### src/rtl/bram_port_arbiter.sv
`default_nettype none
// ============================================================================
//  Module   : bram_port_arbiter
//  Purpose  : Shares one single-port BRAM between NPORTS requestors. One
//             request is granted per cycle (round-robin or fixed priority).
//             The granted request is registered onto the BRAM port. Read
//             responses are steered back to the originating port after the
//             BRAM read latency.
//  Ports    : clk, rst            - clock, asynchronous active-high reset
//             req_valid/we/addr/din - packed per-port request inputs
//             req_ready           - per-port grant (one-hot or zero)
//             rsp_valid, rsp_dout - per-port read strobe, shared read data
//             out_addr/dout/wea/en, out_din - BRAM port
//             busy                - high while any read is in flight
//  Revision : 1.0 - initial release
// ============================================================================
module bram_port_arbiter #(
    parameter int WIDTH   = 3,
    parameter int ADDR_W  = 16,
    parameter int NPORTS  = 4,
    parameter int RD_LAT  = 1,
    parameter int RR_MODE = 1
) (
    input  logic                     clk,
    input  logic                     rst,
    input  logic [NPORTS-1:0]        req_valid,
    input  logic [NPORTS-1:0]        req_we,
    input  logic [NPORTS*ADDR_W-1:0] req_addr,
    input  logic [NPORTS*WIDTH-1:0]  req_din,
    output logic [NPORTS-1:0]        req_ready,
    output logic [NPORTS-1:0]        rsp_valid,
    output logic [WIDTH-1:0]         rsp_dout,
    output logic [ADDR_W-1:0]        out_addr,
    output logic [WIDTH-1:0]         out_dout,
    output logic                     out_wea,
    output logic                     out_en,
    input  logic [WIDTH-1:0]         out_din,
    output logic                     busy
);

    localparam int c_PW = (NPORTS > 1) ? $clog2(NPORTS) : 1;

    // Round-robin pointer: first port examined in the next search.
    logic [c_PW-1:0]   r_ptr;

    // Grant selection.
    logic [NPORTS-1:0] w_grant_oh;
    logic [c_PW-1:0]   w_grant_idx;
    logic              w_any;
    logic              w_accept;
    int                w_start;
    int                w_idx;

    // Registered BRAM port and response path.
    logic [ADDR_W-1:0] r_out_addr;
    logic [WIDTH-1:0]  r_out_dout;
    logic              r_out_wea;
    logic              r_out_en;
    logic [NPORTS-1:0] r_rsp_valid;
    logic [WIDTH-1:0]  r_rsp_dout;

    // Tag pipeline: stage 0 is loaded at acceptance, stage RD_LAT is the
    // one whose read data is on out_din at the next edge.
    logic              r_tag_rd   [0:RD_LAT];
    logic [c_PW-1:0]   r_tag_port [0:RD_LAT];
    logic              w_busy;

    // ------------------------------------------------------------------
    // Arbitration: scan NPORTS candidates starting at the pointer (or at
    // port 0 in fixed-priority mode), wrapping modulo NPORTS.
    // ------------------------------------------------------------------
    always_comb begin
        w_grant_oh  = '0;
        w_grant_idx = '0;
        w_any       = 1'b0;
        w_idx       = 0;
        w_start     = (RR_MODE != 0) ? int'(r_ptr) : 0;
        for (int i = 0; i < NPORTS; i++) begin
            w_idx = w_start + i;
            if (w_idx >= NPORTS) begin
                w_idx = w_idx - NPORTS;
            end
            if (!w_any && req_valid[w_idx]) begin
                w_any              = 1'b1;
                w_grant_idx        = w_idx[c_PW-1:0];
                w_grant_oh[w_idx]  = 1'b1;
            end
        end
    end

    // The grant is masked by reset so nothing is offered while rst is high.
    assign req_ready = rst ? '0 : w_grant_oh;
    assign w_accept  = w_any & ~rst;

    // ------------------------------------------------------------------
    // Pointer update: next search starts just after the granted port.
    // ------------------------------------------------------------------
    always_ff @(posedge clk or posedge rst) begin
        if (rst) begin
            r_ptr <= '0;
        end else if (w_accept) begin
            if (w_grant_idx == c_PW'(NPORTS - 1)) begin
                r_ptr <= '0;
            end else begin
                r_ptr <= w_grant_idx + 1'b1;
            end
        end
    end

    // ------------------------------------------------------------------
    // BRAM command register. Address/data hold when idle so the BRAM
    // inputs do not toggle needlessly.
    // ------------------------------------------------------------------
    always_ff @(posedge clk or posedge rst) begin
        if (rst) begin
            r_out_addr <= '0;
            r_out_dout <= '0;
            r_out_wea  <= 1'b0;
            r_out_en   <= 1'b0;
        end else if (w_accept) begin
            r_out_addr <= req_addr[int'(w_grant_idx)*ADDR_W +: ADDR_W];
            r_out_dout <= req_din[int'(w_grant_idx)*WIDTH +: WIDTH];
            r_out_wea  <= req_we[w_grant_idx];
            r_out_en   <= 1'b1;
        end else begin
            r_out_wea  <= 1'b0;
            r_out_en   <= 1'b0;
        end
    end

    // ------------------------------------------------------------------
    // Read tag pipeline. Writes enter as empty tags so they never produce
    // a response; order of responses follows order of acceptance.
    // ------------------------------------------------------------------
    always_ff @(posedge clk or posedge rst) begin
        if (rst) begin
            for (int s = 0; s <= RD_LAT; s++) begin
                r_tag_rd[s]   <= 1'b0;
                r_tag_port[s] <= '0;
            end
        end else begin
            r_tag_rd[0]   <= w_accept & ~req_we[w_grant_idx];
            r_tag_port[0] <= w_grant_idx;
            for (int s = 1; s <= RD_LAT; s++) begin
                r_tag_rd[s]   <= r_tag_rd[s-1];
                r_tag_port[s] <= r_tag_port[s-1];
            end
        end
    end

    // ------------------------------------------------------------------
    // Response register: captures BRAM read data for the oldest tag.
    // ------------------------------------------------------------------
    always_ff @(posedge clk or posedge rst) begin
        if (rst) begin
            r_rsp_valid <= '0;
            r_rsp_dout  <= '0;
        end else begin
            r_rsp_valid <= '0;
            if (r_tag_rd[RD_LAT]) begin
                r_rsp_valid[r_tag_port[RD_LAT]] <= 1'b1;
                r_rsp_dout                      <= out_din;
            end
        end
    end

    always_comb begin
        w_busy = 1'b0;
        for (int s = 0; s <= RD_LAT; s++) begin
            w_busy = w_busy | r_tag_rd[s];
        end
    end

    assign rsp_valid = r_rsp_valid;
    assign rsp_dout  = r_rsp_dout;
    assign out_addr  = r_out_addr;
    assign out_dout  = r_out_dout;
    assign out_wea   = r_out_wea;
    assign out_en    = r_out_en;
    assign busy      = w_busy;

endmodule
`default_nettype wire

### config.mk
export PLATFORM = sky130hd
export DESIGN_NAME = bram_port_arbiter
export DESIGN_NICKNAME = d
export VERILOG_FILES = /design/src/rtl/bram_port_arbiter.sv
export SDC_FILE = /design/constraint.sdc
export NUM_CORES = 1
export LEC_CHECK = 0
export ABC_AREA = 1
export BUFFER_PORTS_ARGS = -buffer_cell sky130_fd_sc_hd__buf_2
export CAP_MARGIN = 20
export CORE_MARGIN = 4
export CORE_UTILIZATION = 49
export CTS_CLUSTER_DIAMETER = 80
export DETAILED_ROUTE_END_ITERATION = 8
export PLACE_DENSITY = 0.87
export SLEW_MARGIN = 20
export SYNTH_ARGS = -nofsm -noshare
export SYNTH_HDL_FRONTEND = slang
export SYNTH_SLANG_ARGS = --single-unit
### constraint.sdc
create_clock -name clk -period 2.45 [get_ports clk]
set_input_delay 0.1225 -clock clk [delete_from_list [all_inputs] [get_ports clk]]
set_output_delay 0.1225 -clock clk [all_outputs]
set_load 0.03 [all_outputs]
# ---- After elaboration in Yosys (flattened, before gate mapping)
# Index checks and enable logic that the tools add are counted.
dict set report totals {
  register_bits 36
  latch_bits 0
  ram_bits 0
  mem_bits_ro 0
  in_bits 89
  wordCells 102
  n_memories 0
}
dict set report op_classes {
  addsub 8
  n_mul 1
  n_div 0
  n_lt_le_gt_ge 15
  n_eq_ne 1
  shift 2
  n_mux 45
  bitwise 8
  n_reduce_logical 11
}
# cell count
set op_table {}
lappend op_table {{32-bit by 1-bit >= comparator with 1-bit output (second input constant)} 4}
lappend op_table {{32-bit by 4-bit less-than comparator with 1-bit output (second input constant)} 4}
lappend op_table {{32-bit two-way mux} 4}
lappend op_table {{64-bit by 7-bit variable part select with 16-bit output} 1}
lappend op_table {{4-bit two-way mux} 6}
lappend op_table {{1-bit two-way mux} 20}
lappend op_table {{4-bit bitwise OR} 3}
lappend op_table {{12-bit by 5-bit variable part select with 3-bit output} 1}
lappend op_table {{3-bit by 3-bit subtractor with 4-bit output (second input constant)} 3}
lappend op_table {{1-bit binary-select mux with 2-bit select} 5}
lappend op_table {{1-bit demux with 2-bit select} 5}
lappend op_table {{2-bit two-way mux} 5}
lappend op_table {{3-bit >= comparator (second input constant)} 3}
lappend op_table {{1-bit logical AND} 8}
lappend op_table {{2-bit by 2-bit adder with 3-bit output (second input constant)} 2}
lappend op_table {{2-bit by 3-bit less-than comparator with 1-bit output (second input constant)} 2}
lappend op_table {{2-bit by 2-bit multiplier with 4-bit output (second input constant)} 1}
lappend op_table {{2-bit by 3-bit subtractor with 4-bit output (second input constant)} 1}
lappend op_table {{2-bit by 1-bit adder with 3-bit output (second input constant)} 1}
lappend op_table {{2-bit by 3-bit >= comparator with 1-bit output (second input constant)} 1}
lappend op_table {{1-bit zero test} 3}
lappend op_table {{2-bit by 1-bit adder with 2-bit output (second input constant)} 1}
lappend op_table {{1-bit AND} 2}
lappend op_table {{2-bit equality test (second input constant)} 1}
lappend op_table {{other kinds (3)} 4}

# ---- Longest topological paths before layout
# Gate-level depths: netlist (run 1).
dict set report depth {
  depth_word 19
  depth_mapped 16
  mapped_depth_nobuf 14
}

# ---- Worst setup path before layout (run 1)
# No wires, ideal clock.
dict set report synth_path {
  path_kind {reg-to-reg}
  startpoint {register r_ptr[0]}
  endpoint {register r_ptr[1]}
  setup_ps 128
  t_arrival_ps 2121
  t_required_ps 2322
  path_slack_ps 201
  stages_incl_launch_ff 14
  n_path_buf 2
  cell_sequence {dfrtp_1 > buf_6 > inv_6 > ha_1 > inv_1 > nand3_2 > nand2_4 > nand4_4 > nor2_1 > nor2_2 > buf_4 > ha_1 > nand2_1 > o21ai_0}
}
dict set report synth_via {
  elab_chain_cells 17
  word_cells_on_any_way 45
}
# element line
set synth_rtl {}
lappend synth_rtl {{start, declared} 44} ;# logic [c_PW-1:0] r_ptr;
lappend synth_rtl {{start signal, assigned} 105} ;# r_ptr <= w_grant_idx + 1'b1;
lappend synth_rtl {{parallel branches: the longest is 14 deep, another holds 3-bit by 3-bit subtractor with 4-bit output} --}
lappend synth_rtl {{2-bit two-way mux *} 83} ;# if (!w_any && req_valid[w_idx]) begin
lappend synth_rtl {{named net w_grant_idx[1]} 48} ;# logic [c_PW-1:0] w_grant_idx;
lappend synth_rtl {{2-bit by 1-bit adder with 2-bit output / 2-bit equality test (equally long branches)} {105, 102}}
lappend synth_rtl {{2-bit two-way mux *} 102} ;# if (w_grant_idx == c_PW'(NPORTS - 1)) begin
# Mark *: on every way through the listed nets, which the timed path passes. The select of a mux whose other input is x is not followed.
# A chain may end at the register's enable or synchronous reset.

# ---- Worst setup path in the final report (run 1)
dict set report layout_path {
  startpoint {register r_ptr[0]}
  endpoint {output port req_ready[1]}
}
dict set report layout_via {
  elab_chain_cells 16
  word_cells_on_any_way 64
}
# element line
set layout_rtl {}
lappend layout_rtl {{parallel branches: the longest is 14 deep, another holds 32-bit by 1-bit >= comparator with 1-bit output} --}
lappend layout_rtl {{4-bit two-way mux *} 83}
lappend layout_rtl {{4-bit two-way mux *} 92} ;# assign req_ready = rst ? '0 : w_grant_oh;
lappend layout_rtl {{end, declared} 30} ;# output logic [NPORTS-1:0] req_ready,
# Every way passes the cells marked *. The select of a mux whose other input is x is not followed.

==> impl_metrics.env, run 1 <==
export IMPL_hold_viol=0
export IMPL_yosysTopAreaCell="dfrtp_1"
export IMPL_fmax_mhz=434
export IMPL_start_kind="register"
export IMPL_path_clk_slew_ns=0.08
export IMPL_post_drt_wl_per_cell_um=11.6
export IMPL_n_antenna_cell=0
export IMPL_ys_seq_area_share_pct=31.6
export IMPL_maxCapViolations=0
export IMPL_r2r_start="r_ptr[0]"
export IMPL_syn2layout_area_growth_pct=28.3
export IMPL_fp_dieH_um=84.3
export IMPL_cp_arrival_ns=2.18
export IMPL_p_sw_share_pct=55.0
export IMPL_clockBufferDepth=2
export IMPL_synth_area_um2=2850
export IMPL_r2r_cells=14
export IMPL_vias=3022
export IMPL_required_ns=2.33
export IMPL_multi_input_area_um2=1420
export IMPL_nFillCells=501
export IMPL_place_ws_ns=0.174
export IMPL_drtIter0Drc=139
export IMPL_cts_tree="done"
export IMPL_cts_root_buffer="clkbuf_8"
export IMPL_portBuffers=121
export IMPL_grt_max_degree=41
export IMPL_min_from="out_din[2]"
export IMPL_place_hpwl_um=5830
export IMPL_grt_antenna_before_repair=0
export IMPL_globalRouteTotalUtil_pct=20.1
export IMPL_core_um2=5570
export IMPL_first_global_vias=2729
export IMPL_timing_rr_end="out_addr[0]"
export IMPL_grt_ovfl_total=0
export IMPL_skew_ns=0.00744
export IMPL_worst_pin_slew_ns=0.623
export IMPL_end_kind="output pin"
export IMPL_pin_count=122
export IMPL_slowest_delay_ns=0.44
export IMPL_totalWireLength_um=7390
export IMPL_finalSetupViolCount=0
export IMPL_syn_inst=442
export IMPL_synth_seq_cells=36
export IMPL_ir_worst_vdd_mv=0.856
export IMPL_outcome="complete, no violations"
export IMPL_worst_slack_ns=0.148
export IMPL_hp_class="in2reg"
export IMPL_crit_buf_inv=6
export IMPL_max_slew_margin_pct=58.5
export IMPL_place_congestion=0.884
export IMPL_nets=656
export IMPL_cp_max_fo=10
export IMPL_pwr_share_clk_pct=8.5
export IMPL_rrSetupSlack_ns=0.20
export IMPL_fin_crit_sh_pct=94.0
export IMPL_htreeDepth=2
export IMPL_grt_pass1_wl_um=12100
export IMPL_p_comb_share_pct=74.3
export IMPL_internal_power_mw=2.73
export IMPL_hold_end="rsp_dout[2]"
export IMPL_drive_above_1_share_pct=31.4
export IMPL_fp_dieW_um=84.3
export IMPL_rows=27
export IMPL_layout_cells_non_filler=635
export IMPL_drtAntennaViolNets=0
export IMPL_synth_area_leaders="dfrtp_1 (32%), nand2_1 (20%), inv_1 (13%)"
export IMPL_finalMaxSlewViolations=0
export IMPL_switching_power_mw=3.33
export IMPL_place_inst=625
export IMPL_vias_per_cell=4.76
export IMPL_yosysTopAreaCellShare_pct=31.6
export IMPL_dr_pass1_iters=5
export IMPL_worstSetupPathType="reg2out"
export IMPL_route_detailed_drc=0
export IMPL_path_common_cell="nand2_1"
export IMPL_start_util_pct=51.1
export IMPL_crit_chain="buf_4 -> buf_4 -> nand2_1 -> nand2_2 -> nand2_2 -> nand2_4 -> inv_2 -> nand2_1 -> inv_1 -> nand2_1 -> o221ai_1 -> nand2_1 -> inv_1 -> buf_2"
export IMPL_crit_family="buffers and inverters"
export IMPL_synth_net_count=536
export IMPL_synthDistinctLibCells=28
export IMPL_fin_crit_ns=2.30
export IMPL_regArea_um2=901
export IMPL_layout_commonest_cell="nand2_1"
export IMPL_synth_area_per_cell_um2=6.45
export IMPL_cts_sinks=36
export IMPL_seq_power_share_pct=17.2
export IMPL_synth_warnings=0
export IMPL_mostFrequentLayoutCells="nand2_1 (151), buf_2 (121), inv_1 (97), nand3_1 (73), dfrtp_1 (36)"
export IMPL_whs_path_depth=3
export IMPL_p_leak_nw=2.38
export IMPL_clk_latency_ns=0.28
export IMPL_die_area_um2=7100
export IMPL_p_per_area_nw_per_um2=1660
export IMPL_cts_buffers=5
export IMPL_critPathSlowestCell="dfrtp_1"
worst reg2reg max path, stage by stage, from the launching register on:
cell	delay [ns]
dfrtp_1	0.44
buf_4	0.15
buf_4	0.16
nand2_1	0.13
nand3_2	0.13
nand2_4	0.13
nand4_4	0.19
inv_2	0.10
nor2_1	0.05
nor2_2	0.14
buf_4	0.24
nand3_1	0.09
nand2_1	0.08
nand2_1	0.06
nand2_1	0.09
per-layer routing:
layer | up-vias | routed length, µm | track usage (%)
li1 | 1568 | - | -
met1 | 1309 | 2960 | 25.8
met2 | 125 | 3720 | 34.6
met3 | 20 | 492 | 2.36
met4 | 0 | 216 | 7.89
met5 | - | 0 | 0
power by group through the flow:
stage | Sequential (mW) | Combinational, mW | Clock, mW
floorplan | 1.43 | 3.12 | 0
global placement | 1.04 | 4.33 | 0
detailed placement | 1.05 | 4.45 | 0
CTS | 1.04 | 4.47 | 0.520
global route | 1.08 | 5.03 | 0.547
finish | 1.04 | 4.50 | 0.512
cell families after synthesis:
| group | after synthesis | synth area share [%] |
|---|---|---|
| simple gates | 261 | 43.3 |
| fa+ha+maj | 5 | 2.19 |
| compound gates | 16 | 3.86 |
| flops | 36 | 31.6 |
| buf+inv | 124 | 19.1 |
flip-flops by register name, indices dropped and copies added (netlist names):
name	cells
out_addr	16
r_tag_port	4
rsp_valid	4
out_dout	3
rsp_dout	3
r_ptr	2
r_tag_rd	2
out_en	1
out_wea	1
cells in the mapped netlist, drive strengths merged:
library cell / count
buf: 18
o221ai: 3
a21boi: 1
nand3: 86
clkbuf: 3
nand2: 161
a21oi: 4
nor3: 4
dfrtp: 36
nand4: 1
a22oi: 4
inv: 103
o21ai: 3
ha: 5
nor2: 7
nand3b: 1
or2: 1
o31ai: 1
through the flow:
stage / total power [mW] / area, µm² / utilization (%) / setup TNS [ns] / hold WS [ns]
finish: 6.06 / 3660 / 65.6 / 0 / 0.0371
global route: 6.66 / 3660 / 65.6 / -0.00844 / 0.0326
CTS: 6.03 / 3640 / 65.2 / 0 / 0.0342
detailed placement: 5.50 / 3510 / 63.1 / 0 / 0.176
global placement: 5.37 / 3510 / 63.1 / 0 / 0.161
floorplan: 4.55 / 2850 / - / 0 / 0.235
final cells by class:
type	count	area share (%)
inverter	103	10.7
clock buffer	5	1.88
tap	72	2.46
sequential	36	24.6
multi-input combinational	282	38.8
clock inverter	3	1.16
timing repair buffer	134	20.3
how the worst max path moves through the flow:
stage | slack [ns] | startpoint | to | cells past startpoint
finish | 0.15 | r_ptr[0] | req_ready[1] | 14
global placement | 0.30 | r_ptr[0] | out_addr[9] | 14
floorplan | 0.20 | r_ptr[0] | r_ptr[1] | 13
detailed placement | 0.17 | r_ptr[1] | r_ptr[0] | 12
CTS | 0.1 | r_ptr[1] | req_ready[1] | 10
global route | -0.008 | r_ptr[0] | req_ready[1] | 14
timing repair:
action | in CTS | in global routing
gates resized for setup | 0 | 4
setup buffers | 0 | 1
endpoints found under the hold margin | 36 | 0
setup endpoints to repair | 0 | 22
hold buffers | 1 | 0
Power figures use the tool's default switching activity.
==> inputs of run 2 (changes only) <==
- clock period: 2.45 -> 2.35 ns (I/O delays scaled with it)
==> impl_metrics.env, run 2 (synthesized netlist as in run 1, its figures left out) <==
export IMPL_outcome="complete, no violations"
export IMPL_finalMaxSlewViolations=0
export IMPL_cp_max_fo=8
export IMPL_fmax_mhz=453
export IMPL_post_drt_wl_per_cell_um=11.9
export IMPL_cts_tree="done"
export IMPL_route_detailed_drc=0
export IMPL_crit_chain="inv_6 -> ha_4 -> inv_2 -> nand3_2 -> nand2_4 -> nand4_4 -> o221ai_1 -> nand2_1 -> inv_1 -> buf_2"
export IMPL_hold_viol=0
export IMPL_crit_family="simple AND/OR/NAND/NOR gates"
export IMPL_rows=27
export IMPL_maxCapViolations=0
export IMPL_nets=656
export IMPL_syn2layout_area_growth_pct=29.4
export IMPL_layout_commonest_cell="nand2_1"
export IMPL_die_area_um2=7100
export IMPL_start_kind="register"
export IMPL_vias=3089
export IMPL_place_congestion=0.886
export IMPL_vias_per_cell=4.86
export IMPL_wl_met1_um=2960
export IMPL_skew_ns=0.00304
export IMPL_start_util_pct=51.1
export IMPL_drive_above_1_share_pct=31.6
export IMPL_worstSetupPathType="reg2out"
export IMPL_top_layer="met4"
export IMPL_grt_pass1_wl_um=12800
export IMPL_worst_pin_slew_ns=0.674
export IMPL_clk_latency_ns=0.29
export IMPL_path_clk_slew_ns=0.07
export IMPL_setup_tns_ns=0
export IMPL_wl_met2_um=3800
export IMPL_p_per_area_nw_per_um2=1750
export IMPL_place_hpwl_um=5850
export IMPL_pin_count=122
export IMPL_fin_crit_ns=2.21
export IMPL_n_antenna_cell=0
export IMPL_holdWs_ns=0.0280
export IMPL_grt_max_degree=41
export IMPL_dr_pass1_iters=5
export IMPL_cp_arrival_ns=2.09
export IMPL_drtAntennaViolNets=0
export IMPL_rsz0062_at_grt="no"
export IMPL_critPathSlowestCell="dfrtp_1"
export IMPL_globalRouteTotalUtil_pct=21.3
export IMPL_wl_met3_um=556
export IMPL_first_global_vias=2925
export IMPL_nFillCells=521
export IMPL_grt_antenna_before_repair=0
export IMPL_core_um2=5570
export IMPL_max_slew_margin_pct=55.0
export IMPL_htreeDepth=2
export IMPL_fp_dieW_um=84.3
export IMPL_cts_buffers=5
export IMPL_ir_worst_vdd_mv=1.26
export IMPL_drtIter0Drc=124
export IMPL_fin_crit_sh_pct=94.0
export IMPL_postCtsSetupBuffers=0
export IMPL_portBuffers=121
export IMPL_clockBufferDepth=2
export IMPL_p_leak_nw=2.39
export IMPL_required_ns=2.23
export IMPL_cts_sinks=36
export IMPL_totalWireLength_um=7530
export IMPL_cts_root_buffer="clkbuf_8"
export IMPL_hp_class="in2reg"
export IMPL_largest_register_ff_count=16
export IMPL_grt_ovfl_total=0
export IMPL_finalSetupViolCount=0
export IMPL_slowest_delay_ns=0.43
export IMPL_crit_buf_inv=4
export IMPL_mostFrequentLayoutCells="nand2_1 (151), buf_2 (118), inv_1 (98), nand3_1 (73), dfrtp_1 (36)"
export IMPL_end_kind="output pin"
export IMPL_fp_dieH_um=84.3
==> run 2: cell types whose count changed in the layout (fill, tap and decap cells not counted), sizes merged <==
cell | before | now
clkbuf | 5 | 8
buf | 133 | 130
==> run 2: final cells by class <==
cell class	instances	area [µm²]	share of cell area (%)
tap	72	90.1	2.44
clock inverter	3	42.5	1.15
timing repair buffer	134	763	20.7
inverter	103	392	10.6
sequential	36	901	24.4
multi-input combinational	282	1430	38.8
clock buffer	5	68.8	1.87
==> run 2: final timing paths <==
| check | from | to | slack (ns) | depth (start not counted) |
|---|---|---|---|---|
| max in group asynchronous | rst | out_addr[3] | 1.69 | 4 |
| worst max-delay path | r_ptr[0] | req_ready[2] | 0.14 | 10 |
| worst min-delay path | out_din[2] | rsp_dout[2] | 0.03 | 3 |
| min in group asynchronous | rst | r_ptr[1] | 0.41 | 4 |
| worst max register to register | r_ptr[0] | out_dout[2] | 0.20 | 14 |
| worst min register to register | r_tag_port[2] | r_tag_port[0] | 0.35 | 0 |
==> run 2: routing by layer <==
layer / vias to the layer above / global-route usage, %
met5: - / 0
met4: 0 / 8.48
met3: 20 / 2.65
met2: 126 / 37.7
met1: 1367 / 26.1
li1: 1576 / -
==> run 2: metrics by stage <==
step / cell area (µm²) / setup WS (ns) / util (%) / instances / total power, mW
2_1_floorplan: 2850 / 0.101 / - / 442 / 4.74
3_3_place_gp: 3530 / 0.168 / 63.4 / 626 / 5.67
3_5_place_dp: 3530 / 0.0487 / 63.4 / 626 / 5.85
4_1_cts: 3660 / 0.000592 / 65.7 / 635 / 6.42
5_1_grt: 3690 / 0.0290 / 66.2 / 635 / 7.08
6_report: 3690 / 0.141 / 66.2 / 635 / 6.46
==> run 2: power by group <==
| group | internal (mW) | switching [mW] |
|---|---|---|
| Clock | 0.314 | 0.230 |
| Sequential | 0.920 | 0.156 |
| Combinational | 1.69 | 3.15 |
| Total | 2.92 | 3.54 |
==> run 2: repair_timing <==
item / in CTS / in global routing
resized for setup: 1 / 7
endpoints found under the setup margin: 1 / 27
hold buffers: 1 / 0
endpoints found under the hold margin: 36 / 0
==> run 2: worst reg2reg max path: stages (launching register included) <==
cell	delay, ns
dfrtp_1	0.43
inv_6	0.11
ha_4	0.22
inv_2	0.09
nand3_2	0.10
nand2_4	0.12
nand4_4	0.20
inv_2	0.11
nor2_1	0.05
nor2_2	0.13
buf_4	0.23
nand3_1	0.10
nand2_1	0.07
nand2_1	0.06
nand2_1	0.09
